## config.mk

```make
export PLATFORM = sky130hd
export DESIGN_NAME = tx_uart_logic
export DESIGN_NICKNAME = d
export VERILOG_FILES = /design/src/rtl/tx_uart_logic.sv
export SDC_FILE = /design/constraint.sdc
export NUM_CORES = 1
export LEC_CHECK = 0
export BUFFER_PORTS_ARGS = -buffer_cell sky130_fd_sc_hd__buf_2
export CAP_MARGIN = 20
export CORE_ASPECT_RATIO = 1.75
export CORE_MARGIN = 10
export CORE_UTILIZATION = 51
export CTS_CLUSTER_SIZE = 14
export DETAILED_ROUTE_END_ITERATION = 7
export GPL_TIMING_DRIVEN = 1
export PLACE_DENSITY = 0.84
export SETUP_SLACK_MARGIN = 0.1
export SYNTH_ARGS = -nofsm -noshare
export SYNTH_HDL_FRONTEND = slang
export SYNTH_SLANG_ARGS = --single-unit
```

## constraint.sdc

```tcl
create_clock -name clk -period 2.85 [get_ports clk]
set_input_delay 0.4275 -clock clk [delete_from_list [all_inputs] [get_ports clk]]
set_output_delay 0.4275 -clock clk [all_outputs]
set_load 0.02 [all_outputs]
```

## src/rtl/tx_uart_logic.sv

```systemverilog
// Packet assembler for the UART transmit path.
// Frames [CMD][LEN][DATA...][CRC] from a buffer RAM, one byte per transmitter handshake.
module tx_uart_logic #(
    parameter int NUMBER = 256,
    localparam int AW = $clog2(NUMBER)
) (
    input  logic          clk,
    input  logic          reset,
    input  logic          start,
    input  logic          abort,
    input  logic [7:0]    cmd_tx,
    input  logic [AW-1:0] len_tx,
    output logic          rd_en,
    output logic [AW-1:0] rd_addr,
    input  logic [7:0]    rd_data,
    output logic [7:0]    tx_data,
    output logic          tx_start,
    input  logic          tx_done,
    output logic          busy,
    output logic          pck_sent
);

    typedef enum logic [2:0] {
        S_IDLE,
        S_START,
        S_WAIT,
        S_RD,
        S_LD
    } state_t;

    typedef enum logic [1:0] {
        P_CMD,
        P_LEN,
        P_DATA,
        P_CRC
    } phase_t;

    localparam logic [AW:0] FULL = (AW+1)'(NUMBER);

    state_t        state_q, state_d;
    phase_t        phase_q;
    logic [AW-1:0] len_q;
    logic [AW:0]   idx_q;
    logic [AW:0]   eff_len;
    logic [7:0]    crc_q;
    logic [7:0]    len_byte;
    logic          more;
    logic          accept;
    logic          done_ok;

    // len 0 stands for a full buffer
    assign eff_len  = (len_q == '0) ? FULL : {1'b0, len_q};
    assign len_byte = 8'(len_q);
    assign more     = idx_q < eff_len;
    assign accept   = (state_q == S_IDLE) && start && !abort;
    assign done_ok  = (state_q == S_WAIT) && tx_done && !abort;

    always_ff @(posedge clk or posedge reset) begin
        if (reset) begin
            state_q <= S_IDLE;
        end else begin
            state_q <= state_d;
        end
    end

    always_comb begin
        state_d = state_q;
        if (state_q != S_IDLE && abort) begin
            state_d = S_IDLE;
        end else begin
            unique case (state_q)
                S_IDLE:  if (accept) state_d = S_START;
                S_START: state_d = S_WAIT;
                S_WAIT: begin
                    if (tx_done) begin
                        unique case (phase_q)
                            P_CMD:         state_d = S_START;
                            P_LEN, P_DATA: state_d = more ? S_RD : S_START;
                            P_CRC:         state_d = S_IDLE;
                            default:       state_d = S_IDLE;
                        endcase
                    end
                end
                S_RD:    state_d = S_LD;
                S_LD:    state_d = S_START;
                default: state_d = S_IDLE;
            endcase
        end
    end

    always_comb begin
        tx_start = (state_q == S_START);
        rd_en    = (state_q == S_RD);
        busy     = (state_q != S_IDLE);
    end

    always_ff @(posedge clk or posedge reset) begin
        if (reset) begin
            phase_q  <= P_CMD;
            len_q    <= '0;
            idx_q    <= '0;
            crc_q    <= '0;
            tx_data  <= '0;
            rd_addr  <= '0;
            pck_sent <= 1'b0;
        end else begin
            pck_sent <= 1'b0;
            if (accept) begin
                phase_q <= P_CMD;
                len_q   <= len_tx;
                idx_q   <= '0;
                crc_q   <= cmd_tx;
                tx_data <= cmd_tx;
            end else if (done_ok) begin
                unique case (phase_q)
                    P_CMD: begin
                        tx_data <= len_byte;
                        crc_q   <= crc_q + len_byte;
                        phase_q <= P_LEN;
                    end
                    P_LEN, P_DATA: begin
                        if (more) begin
                            rd_addr <= idx_q[AW-1:0];
                        end else begin
                            tx_data <= ~crc_q;
                            phase_q <= P_CRC;
                        end
                    end
                    P_CRC:   pck_sent <= 1'b1;
                    default: phase_q <= P_CMD;
                endcase
            end else if (state_q == S_LD && !abort) begin
                tx_data <= rd_data;
                crc_q   <= crc_q + rd_data;
                idx_q   <= idx_q + 1'b1;
                phase_q <= P_DATA;
            end
        end
    end

endmodule

```

==> summary.txt, run 1 <==
class of the most critical hold timing path: in2async
Post-Synthesis Mean Instance Area: 9.40 um2
horizontal die dimension: 76.3 um
quantity of I/O buffers inserted on ports: 48
internal power contribution: 1.48 mW
max_cap viols: 0
cell at the slowest stage of the critical path: dfrtp_1
part of the total power dissipated in the clock network: 16.3%
net switching power figure: 0.988 mW
initial cell density of the core: 53.0%
clock network latency to the later pin of the worst-skew pair: 0.30 ns
number of primary I/O pins: 49
HPWL after DPL: 5.56 mm
multi-input gate area in the final layout: 0.00158 mm2
routability congestion estimate: 0.952
Yosys reg bits: 47
switching power share of the total: 40.0%
total of endpoints with negative setup slack in the final report: 0
leakage power total: 1.63 nW
normalized max-slew margin: 52.6%
portion of total power attributed to combinational logic: 43.9%
clk sinks: 47
run status: finished, final reports clean
sequential-to-total area share from yosys stat: 41.6%
wire length of the first global-routing pass: 12.2 mm
die height: 119 um
worst-path fanout max: 9
CP delay by family, top: simple AND/OR/NAND/NOR gates
flip-flop cell with the highest count after synthesis: dfrtp_1
buffer and inverter count on the worst path: 2
Final Max Slew Viols: 0
count of fill cells added during filler insertion: 460
area overhead of the layout relative to synthesis: 19.2%
Reg area: 0.00118 mm2
maximum level of the CTS H-tree: 2
number of hold-repair buffers added at the cts stage: 0
highest cell delay on the worst timing path: 0.42 ns
post-route worst setup slack: 0.218 ns
post-synth design cell area: 0.00283 mm2
wire length per cell: 16.6 um
total grt overflow: 0
flop-to-flop setup slack: 0.22 ns
list of cells traversed by the critical path: nor4_2 > nand2_1 > ha_1 > nand3_1 > nand4b_1 > buf_4 > o41ai_4 > buf_12 > mux2_2
total detailed-routing wirelength: 7.20 mm
maximum clock insertion buffer count: 2
number of flops mapped to enable cells by yosys: 0
master cell of the clock root buffer: clkbuf_8
Fmax achieved: 380 MHz
final worst hold slack: 0.0715 ns
FF-to-FF Start: len_byte[2]
global-route usage over all layers: 16.1%
CP Data Required Time: 3.04 ns
DRC violation count after routing: 0
Crit Path Class: reg2reg
maximum VDD drop: 0.435 mV
time the worst path needs with I/O delays and setup: 2.63 ns
# diodes: 0
number of antenna violations at the first check in global routing: 0
number of optimization iterations in the first detailed-route pass: 5
Setup crit end kind: flip-flop
RSZ-0062 raised after global routing: true
area of the core: 0.00534 mm2
TritonCTS buffer count: 5
number of antenna-violating nets in the routed design: 0
final number of hold-violating endpoints: 0
Mapped Nets: 350
post-synthesis cell type count: 44
arrival time at the worst endpoint: 2.82 ns
clock tree from TritonCTS: done
detail-routed via count per cell: 5.77
CP Launch Point: len_byte[2]
maximum number of pins on one net before global-route repair: 48
floorplan die area: 0.00904 mm2
Synth Warn #: 0
part of the total power dissipated in sequential elements: 39.8%
ys async rst share: 100%
number of global-route vias before repair: 2715
worst setup slack after placement: 0.0810 ns
P per Cell Area: 733 mW/mm2
via count: 2497
Period Utilization, post-route: 92.3%
clock-pin slew on the worst setup and hold paths: 0.09 ns
share of cells above drive strength 1: 28.1%
first-iteration detailed-routing DRC count: 181
slew at the pin closest to its max-slew limit: 0.711 ns
Synth Instances: 301
count of cell instances traversed by the critical path: 9
Critical Path Sink: tx_data[7]
Worst setup SP type: flip-flop
Register-to-Register Path Depth: 9
post-layout net count: 407
Final TNS setup: 0 ns
setup skew after layout: 0.00721 ns
reg-to-reg critical path endpoint: tx_data[7]
Core Rows: 35
worst min-delay path by stage:
stage	endpoint	cells past startpoint
after floorplan	crc_q[2]	2
after global placement	tx_data[6]	1
after detailed placement	tx_data[6]	1
after CTS	len_byte[0]	3
after global routing	crc_q[5]	2
final	crc_q[5]	2
synth_stat cells (all sizes together), types with 2 or more instances:
master / n / area share, %
a21o: 3 / 0.80
a211oi: 4 / 1.1
nor2b: 2 / 0.44
a21boi: 2 / 0.53
nand4: 3 / 0.66
nor4: 4 / 1.4
o21ai: 26 / 4.6
o31ai: 2 / 0.53
a21oi: 18 / 3.3
clkbuf: 7 / 0.93
xnor2: 6 / 1.9
nor2: 28 / 3.9
inv: 14 / 1.9
and3: 2 / 0.44
nor3b: 2 / 0.53
and2b: 2 / 0.58
mux2i: 4 / 1.4
o211ai: 4 / 1.1
nand3: 7 / 1.7
mux2: 18 / 7.2
ha: 19 / 8.4
dfrtp: 47 / 42
a31oi: 8 / 1.8
xor2: 5 / 1.5
nand2: 43 / 5.7
nor3: 2 / 0.35
buf: 5 / 0.88
or3: 3 / 0.66
final cells by class:
| class | count | area share, % |
|---|---|---|
| well taps | 74 | 2.75 |
| clock inverters | 2 | 0.371 |
| inverters | 14 | 1.56 |
| flip-flops and latches | 47 | 34.9 |
| repair buffers | 62 | 11.4 |
| clock buffers | 6 | 2.15 |
| multi-input cells | 228 | 46.9 |
cells by family after synthesis:
| kind of cell | share of synthesized area [%] |
|---|---|
| flops | 41.6 |
| simple gates | 17.2 |
| mux | 8.58 |
| buf+inv | 3.67 |
| fa+ha+maj | 9.11 |
| compound gates | 16.5 |
| xor+xnor | 3.41 |
metrics by stage:
| step | area [um2] | cells | util [%] | total power [mW] |
|---|---|---|---|---|
| floorplan | 2830 | 301 | - | 1.72 |
| global placement | 3210 | 422 | 60.0 | 1.98 |
| detailed placement | 3210 | 422 | 60.0 | 2.03 |
| CTS | 3320 | 431 | 62.1 | 2.44 |
| global route | 3370 | 433 | 63.1 | 2.64 |
| finish | 3370 | 433 | 63.1 | 2.47 |
flip-flops by register name (all words and copies together) (netlist names):
name	flops
len_byte	8
crc_q	8
rd_addr	8
idx_q	9
pck_sent	1
state_q	3
phase_q	2
tx_data	8
cell usage in the layout, fill, tap and decap left out, types with 6 or more instances in the layout:
cell,n
nor2_1,26
a31oi_1,7
nand3_1,6
xnor2_1,6
inv_1,13
mux2_2,18
o21ai_0,25
buf_2,48
nand2_1,43
ha_1,19
buf_4,11
dfrtp_1,46
a21oi_1,17
what timing repair did:
item	in CTS	in global routing
buffers inserted	1	1
pin swaps	1	0
setup endpoints to repair	8	19
gates resized for setup	1	7
power by group through the flow:
stage                     logic [mW]  clock network, mW  registers [mW]
after floorplan                0.681                  0            1.04
after global placement          1.00                  0           0.978
after detailed placement        1.04                  0           0.992
after CTS                       1.06              0.410           0.977
after global routing            1.19              0.441            1.01
final                           1.08              0.402           0.983
per-layer routing:
| metal | up-vias | GRT usage, % | part of all wire, % |
|---|---|---|---|
| met5 | - | 0 | 0 |
| met4 | 0 | 9.23 | 4.3 |
| met3 | 22 | 3.79 | 4.4 |
| met2 | 83 | 30.2 | 54 |
| met1 | 1218 | 15.4 | 37 |
| li1 | 1174 | - | - |
Note: power is estimated with default switching activity, not from simulation.
==> inputs of run 2 (changes only) <==
CORE_UTILIZATION = 56   (was 51)
PLACE_DENSITY = 0.87   (was 0.84)
clock period = 3 ns   (was 2.85 ns; I/O delays follow)
==> run 2 against run 1 <==
Compared with the run above:
- final cell count decreased by 5.8%
- total power decreased by 6.3%
- cell area decreased by 3.1%
- wire length decreased by 0.44%
- fmax decreased by 3.1%
- die area decreased by 7.0%
- non-clock buffer count decreased by 5
- worst setup slack improved by 0.067 ns
- first-iteration DRC count decreased by 3.9%
- critical path type unchanged
- critical endpoint is now crc_q[5]
==> summary.txt, run 2 (synthesis results as in run 1) <==
run status: finished, final reports clean (unchanged)
class of the most critical hold timing path: in2reg (was in2async)
Worst setup SP type: flip-flop (unchanged)
CP dominant cell by count: a21oi_1
reg-to-reg critical path endpoint: crc_q[5] (was tx_data[7])
number of antenna-violating nets in the routed design: 0 (unchanged)
Fmax achieved: 368 MHz (was 380 MHz)
detail-routed via count per cell: 6.00 (was 5.77)
normalized max-slew margin: 33.6% (was 52.6%)
area of the core: 0.00493 mm2 (was 0.00534 mm2)
total detailed-routing wirelength: 7.17 mm (was 7.20 mm)
initial cell density of the core: 57.3% (was 53.0%)
time the worst path needs with I/O delays and setup: 2.71 ns (was 2.63 ns)
total of endpoints with negative setup slack in the final report: 0 (unchanged)
wire length per cell: 17.6 um (was 16.6 um)
Period Utilization, post-route: 90.5% (was 92.3%)
# diodes: 0 (unchanged)
wire length of the first global-routing pass: 11.8 mm (was 12.2 mm)
number of antenna violations at the first check in global routing: 0 (unchanged)
register bank with the most flops: idx_q (unchanged)
slew at the pin closest to its max-slew limit: 0.994 ns (was 0.711 ns)
FF-to-FF Start: state_q[0] (was len_byte[2])
max FFs per register: 9 (unchanged)
total grt overflow: 0 (unchanged)
quantity of I/O buffers inserted on ports: 48 (unchanged)
clk sinks: 47 (unchanged)
clock-pin slew on the worst setup and hold paths: 0.09 ns (about the same)
Final TNS setup: 0 ns (unchanged)
Crit Path Class: reg2reg (unchanged)
TritonCTS buffer count: 5 (unchanged)
clock network latency to the later pin of the worst-skew pair: 0.30 ns (about the same)
Post-Route Utilization: 66.2% (was 63.1%)
area overhead of the layout relative to synthesis: 15.5% (was 19.2%)
P per Cell Area: 709 mW/mm2 (was 733 mW/mm2)
clock tree from TritonCTS: done (unchanged)
maximum clock insertion buffer count: 2 (unchanged)
DRC violation count after routing: 0 (unchanged)
final number of hold-violating endpoints: 0 (unchanged)
Register-to-Register Path Depth: 11 (was 9)
Area after DPL: 0.00315 mm2 (was 0.00321 mm2)
leakage power total: 1.59 nW (was 1.63 nW)
die height: 114 um (was 119 um)
final worst hold slack: 0.346 ns (was 0.0715 ns)
routability congestion estimate: 0.857 (was 0.952)
list of cells traversed by the critical path: and2b_2 > nand3_4 > buf_4 > o21ai_0 > ha_1 > a21oi_1 > a21oi_1 > nor2_1 > xor2_1 > nor3_1 > a221o_1 (was nor4_2 > nand2_1 > ha_1 > nand3_1 > nand4b_1 > buf_4 > o41ai_4 > buf_12 > mux2_2)
CP Launch Point: state_q[0] (was len_byte[2])
flop-to-flop setup slack: 0.29 ns (was 0.22 ns)
via count: 2448 (was 2497)
Final Instance Area: 0.00327 mm2 (was 0.00337 mm2)
count of cell instances traversed by the critical path: 11 (was 9)
commonest cells after routing, fill and taps aside: buf_2 (48), dfrtp_1 (46), nand2_1 (43) (unchanged)
Setup crit end kind: flip-flop (unchanged)
number of optimization iterations in the first detailed-route pass: 4 (was 5)
CP Data Required Time: 3.19 ns (was 3.04 ns)
buffer and inverter count on the worst path: 1 (was 2)
max_cap viols: 0 (unchanged)
post-layout net count: 402 (was 407)
maximum level of the CTS H-tree: 2 (unchanged)
highest cell delay on the worst timing path: 0.46 ns (was 0.42 ns)
first-iteration detailed-routing DRC count: 174 (was 181)
RSZ-0062 raised after global routing: true (unchanged)
Critical Path Sink: crc_q[5] (was tx_data[7])
maximum VDD drop: 0.525 mV (was 0.435 mV)
share of cells above drive strength 1: 26.6% (was 28.1%)
Final Max Slew Viols: 0 (unchanged)
horizontal die dimension: 73.7 um (was 76.3 um)
maximum number of pins on one net before global-route repair: 48 (unchanged)
setup skew after layout: 0.00415 ns (was 0.00721 ns)
count of fill cells added during filler insertion: 392 (was 460)
setup repair bufs after CTS: 0 (was 1)
arrival time at the worst endpoint: 2.91 ns (was 2.82 ns)
floorplan die area: 0.00841 mm2 (was 0.00904 mm2)
Core Rows: 34 (was 35)
number of cells in the design after placement: 400 (was 422)
HPWL after DPL: 5.46 mm (was 5.56 mm)
post-route insts no fill: 408 (was 433)
number of global-route vias before repair: 2622 (was 2715)
most frequent standard cell in the layout excluding fill and tap cells: buf_2 (unchanged)
number of hold-repair buffers added at the cts stage: 0 (unchanged)
number of primary I/O pins: 49 (unchanged)
global-route usage over all layers: 17.3% (was 16.1%)
cell at the slowest stage of the critical path: dfrtp_2 (was dfrtp_1)
CP delay by family, top: compound AO/OA/AOI/OAI gates (was simple AND/OR/NAND/NOR gates)
master cell of the clock root buffer: clkbuf_8 (unchanged)
worst-path fanout max: 10 (was 9)
-- run 2: cell type report --
class                           count  area, um2  area share [%]
Sequential cell                    47       1180            36.0
Inverter                           14       52.6            1.61
Clock inverter                      2       12.5           0.383
Multi-Input combinational cell    228       1570            48.1
Tap cell                           54       67.6            2.07
Clock buffer                        6       72.6            2.22
Timing Repair Buffer               57        312            9.54
-- run 2: stage by stage --
step	setup slack, ns	power [mW]
global placement	0.218	1.87
finish	0.285	2.32
detailed placement	0.151	1.91
CTS	0.144	2.30
floorplan	0.270	1.63
global route	0.0976	2.47
-- run 2: worst min-delay path by stage --
stage / end / depth (start not counted) / startpoint / slack, ns
2_1_floorplan: crc_q[2] / 2 / crc_q[2] / 0.48
3_3_place_gp: tx_data[3] / 1 / tx_data[3] / 0.48
3_5_place_dp: tx_data[3] / 1 / tx_data[3] / 0.49
4_1_cts: len_byte[0] / 3 / len_tx[0] / 0.34
5_1_grt: len_byte[6] / 3 / len_tx[6] / 0.35
6_report: len_byte[0] / 3 / len_tx[0] / 0.35
-- run 2: routing by layer --
metal / GRT usage (%) / share of wire [%]
met4: 9.74 / 3.2
met1: 17.1 / 36
met2: 31.2 / 54
met3: 4.09 / 5.9
met5: 0 / 0
-- run 2: what timing repair did --
action | CTS | global route
endpoints found under the hold margin | 0 | 0
gates resized for setup | 0 | 7
endpoints found under the setup margin | 0 | 18
-- run 2: where the power goes --
part	internal [mW]	leakage, nW	switching [mW]	total (mW)
combinational	0.430	0.957	0.561	0.992
sequential	0.794	0.594	0.146	0.941
clock	0.163	0.0412	0.220	0.383
total	1.39	1.59	0.927	2.32
-- run 2: worst reg2reg max path, delay by kind of cell, from the launching register on --
| kind | cells | cell delay [ns] |
|---|---|---|
| fa+ha+maj | 1 | 0.35 |
| xor+xnor | 1 | 0.16 |
| simple gates | 4 | 0.63 |
| flops | 1 | 0.46 |
| buf+inv | 1 | 0.22 |
| compound gates | 4 | 0.79 |
==> inputs of run 3 (changes only) <==
ABC_AREA = 1   (was not set)
CORE_UTILIZATION = 57   (was 56)
SKIP_CTS_REPAIR_TIMING = 1   (was not set)
==> run 3 against run 2 <==
Compared with the run above:
- global-route usage increased by 1.5 points
- critical path type unchanged
- via count increased by 13%
- die area increased by 4.6%
- highest routed layer unchanged
- critical endpoint is now tx_data[0]
==> summary.txt, run 3 <==
run status: finished, final reports clean (unchanged)
clk sinks: 47 (unchanged)
Final Max Slew Viols: 0 (unchanged)
number of primary I/O pins: 49 (unchanged)
highest cell delay on the worst timing path: 0.42 ns (was 0.46 ns)
first-iteration detailed-routing DRC count: 241 (was 174)
Worst setup SP type: flip-flop (unchanged)
largest cells by area after synthesis: dfrtp_1 (39%), nand2_1 (12%), ha_1 (7.8%), o21ai_0 (6.6%), inv_1 (5.8%) (was dfrtp_1 (42%), ha_1 (8.4%), mux2_2 (7.2%), nand2_1 (5.7%), o21ai_0 (4.6%))
post-layout net count: 487 (was 402)
P per Cell Area: 972 mW/mm2 (was 709 mW/mm2)
maximum number of pins on one net before global-route repair: 48 (unchanged)
max FFs per register: 9 (unchanged)
commonest cells in the netlist: nand2_1 (97), dfrtp_1 (47), inv_1 (47) (was dfrtp_1 (47), nand2_1 (43), nor2_1 (26), o21ai_0 (26), ha_1 (19))
leakage power total: 1.81 nW (was 1.59 nW)
detail-routed via count per cell: 5.61 (was 6.00)
wire length of the first global-routing pass: 13.1 mm (was 11.8 mm)
total grt overflow: 0 (unchanged)
die height: 117 um (was 114 um)
ys async rst share: 100% (unchanged)
number of optimization iterations in the first detailed-route pass: 4 (unchanged)
number of global-route vias before repair: 2938 (was 2622)
area of the core: 0.00521 mm2 (was 0.00493 mm2)
max_cap viols: 0 (unchanged)
horizontal die dimension: 75.3 um (was 73.7 um)
commonest cells after routing, fill and taps aside: nand2_1 (97), buf_2 (48), dfrtp_1 (47) (was buf_2 (48), dfrtp_1 (46), nand2_1 (43))
slew at the pin closest to its max-slew limit: 0.990 ns (was 0.994 ns)
Crit Path Class: reg2reg (unchanged)
cell at the slowest stage of the critical path: dfrtp_1 (was dfrtp_2)
Post-Route Utilization: 65.9% (was 66.2%)
clock tree from TritonCTS: done (unchanged)
post-synth design cell area: 0.00305 mm2 (was 0.00283 mm2)
Setup crit end kind: flip-flop (unchanged)
class of the most critical hold timing path: in2reg (unchanged)
area overhead of the layout relative to synthesis: 12.6% (was 15.5%)
number of flops mapped to enable cells by yosys: 0 (unchanged)
Synth Instances: 391 (was 301)
via count: 2770 (was 2448)
clock network latency to the later pin of the worst-skew pair: 0.30 ns (about the same)
TritonCTS buffer count: 5 (unchanged)
Period Utilization, post-route: 89.4% (was 90.5%)
DRC violation count after routing: 0 (unchanged)
normalized max-slew margin: 33.9% (was 33.6%)
Yosys reg bits: 47 (unchanged)
total detailed-routing wirelength: 7.76 mm (was 7.17 mm)
register bank with the most flops: idx_q (unchanged)
flip-flop cell with the highest count after synthesis: dfrtp_1 (unchanged)
Mapped Nets: 440 (was 350)
# diodes: 0 (unchanged)
maximum VDD drop: 0.529 mV (was 0.525 mV)
wire length per cell: 15.7 um (was 17.6 um)
CP dominant cell by count: nand2_1 (was a21oi_1)
share of cells above drive strength 1: 21.6% (was 26.6%)
global-route usage over all layers: 18.9% (was 17.3%)
most frequent standard cell in the layout excluding fill and tap cells: nand2_1 (was buf_2)
list of cells traversed by the critical path: nor4_1 > nand2_1 > ha_1 > a211o_1 > nor2_1 > nand3_4 > nand2_4 > nand2_1 > o21ai_2 (was and2b_2 > nand3_4 > buf_4 > o21ai_0 > ha_1 > a21oi_1 > a21oi_1 > nor2_1 > xor2_1 > nor3_1 > a221o_1)
maximum level of the CTS H-tree: 2 (unchanged)
post-synthesis cell type count: 44 (unchanged)
post-synthesis cell type with the largest combined area: dfrtp_1 (unchanged)
setup skew after layout: 0.0108 ns (was 0.00415 ns)
worst-path fanout max: 19 (was 10)
maximum clock insertion buffer count: 2 (unchanged)
total of endpoints with negative setup slack in the final report: 0 (unchanged)
count of fill cells added during filler insertion: 461 (was 392)
Synth Warn #: 0 (unchanged)
Final TNS setup: 0 ns (unchanged)
CP Data Required Time: 3.23 ns (was 3.19 ns)
final number of hold-violating endpoints: 0 (unchanged)
routability congestion estimate: 0.974 (was 0.857)
quantity of I/O buffers inserted on ports: 48 (unchanged)
area fraction of the dominant cell type after synthesis: 38.6% (was 41.6%)
number of antenna-violating nets in the routed design: 0 (unchanged)
Fmax achieved: 373 MHz (was 368 MHz)
RSZ-0062 raised after global routing: false (was true)
top-count cell post-synth: nand2_1 (was dfrtp_1)
master cell of the clock root buffer: clkbuf_8 (unchanged)
total power after layout: 3.34 mW (was 2.32 mW)
number of antenna violations at the first check in global routing: 0 (unchanged)
HPWL after DPL: 6.03 mm (was 5.46 mm)
initial cell density of the core: 58.5% (was 57.3%)
clock-pin slew on the worst setup and hold paths: 0.09 ns (about the same)
Post-Synthesis Mean Instance Area: 7.80 um2 (was 9.40 um2)
sequential-to-total area share from yosys stat: 38.6% (was 41.6%)
floorplan die area: 0.00879 mm2 (was 0.00841 mm2)
Core Rows: 35 (was 34)
time the worst path needs with I/O delays and setup: 2.68 ns (was 2.71 ns)
arrival time at the worst endpoint: 2.91 ns (about the same)
run 3: area by class of cell:
class	instances	area (um2)	share of cell area (%)
Clock buffer	6	72.6	2.11
Clock inverter	2	60.1	1.75
Inverter	54	206	6.01
Multi-Input combinational cell	280	1590	46.4
Sequential cell	47	1180	34.3
Tap cell	55	68.8	2.00
Timing Repair Buffer	50	255	7.43
run 3: per-stage QoR:
step / setup WS (ns) / hold WS, ns / std cells / instance area [um2]
global placement: 0.373 / 0.462 / 486 / 3300
detailed placement: 0.279 / 0.466 / 486 / 3300
finish: 0.318 / 0.354 / 494 / 3430
floorplan: 0.741 / 0.481 / 391 / 3050
global route: 0.170 / 0.363 / 494 / 3430
CTS: 0.336 / 0.353 / 494 / 3430
run 3: kinds of logic (layout without fill, tap and decap cells):
group | after synthesis | after routing | synth area share, %
and+or+nand+nor | 165 | 165 | 24.6
AOI/OAI and AO/OA | 92 | 92 | 18.3
buffers and inverters | 64 | 112 | 9.19
DFF | 47 | 47 | 38.6
adders and majority gates | 20 | 20 | 8.45
xor gates and xnor gates | 2 | 2 | 0.574
muxes | 1 | 1 | 0.328
run 3: final timing paths:
kind                        startpoint     endpoint  slack (ns)  depth (start not counted)
setup / recovery           len_byte[3]   tx_data[0]        0.32                          9
hold / removal               len_tx[6]  len_byte[6]        0.35                          3
setup reg to reg           len_byte[3]   tx_data[0]        0.32                          9
hold reg to reg             tx_data[2]   tx_data[2]        0.49                          2
max in group asynchronous        reset   phase_q[0]        2.01                          2
min in group asynchronous        reset     crc_q[0]        0.38                          2
run 3: critical path: cells and delay by family, from the launching register on:
family	cells	cell delay [ns]
adders and majority gates	1	0.31
and+or+nand+nor	6	1.51
AOI/OAI and AO/OA	2	0.37
DFF	1	0.42
run 3: report_power, final:
| part | internal [mW] | switching (mW) |
|---|---|---|
| Sequential | 0.863 | 0.209 |
| Combinational | 0.609 | 1.11 |
| Clock | 0.333 | 0.211 |
| Total | 1.81 | 1.53 |
run 3: routing by layer:
metal | vias to the layer above | wire (um) | track usage [%]
met5 | - | 0 | 0
met4 | 0 | 338 | 10.6
met3 | 24 | 428 | 3.38
met2 | 86 | 4140 | 35.1
met1 | 1288 | 2850 | 18.6
li1 | 1372 | - | -
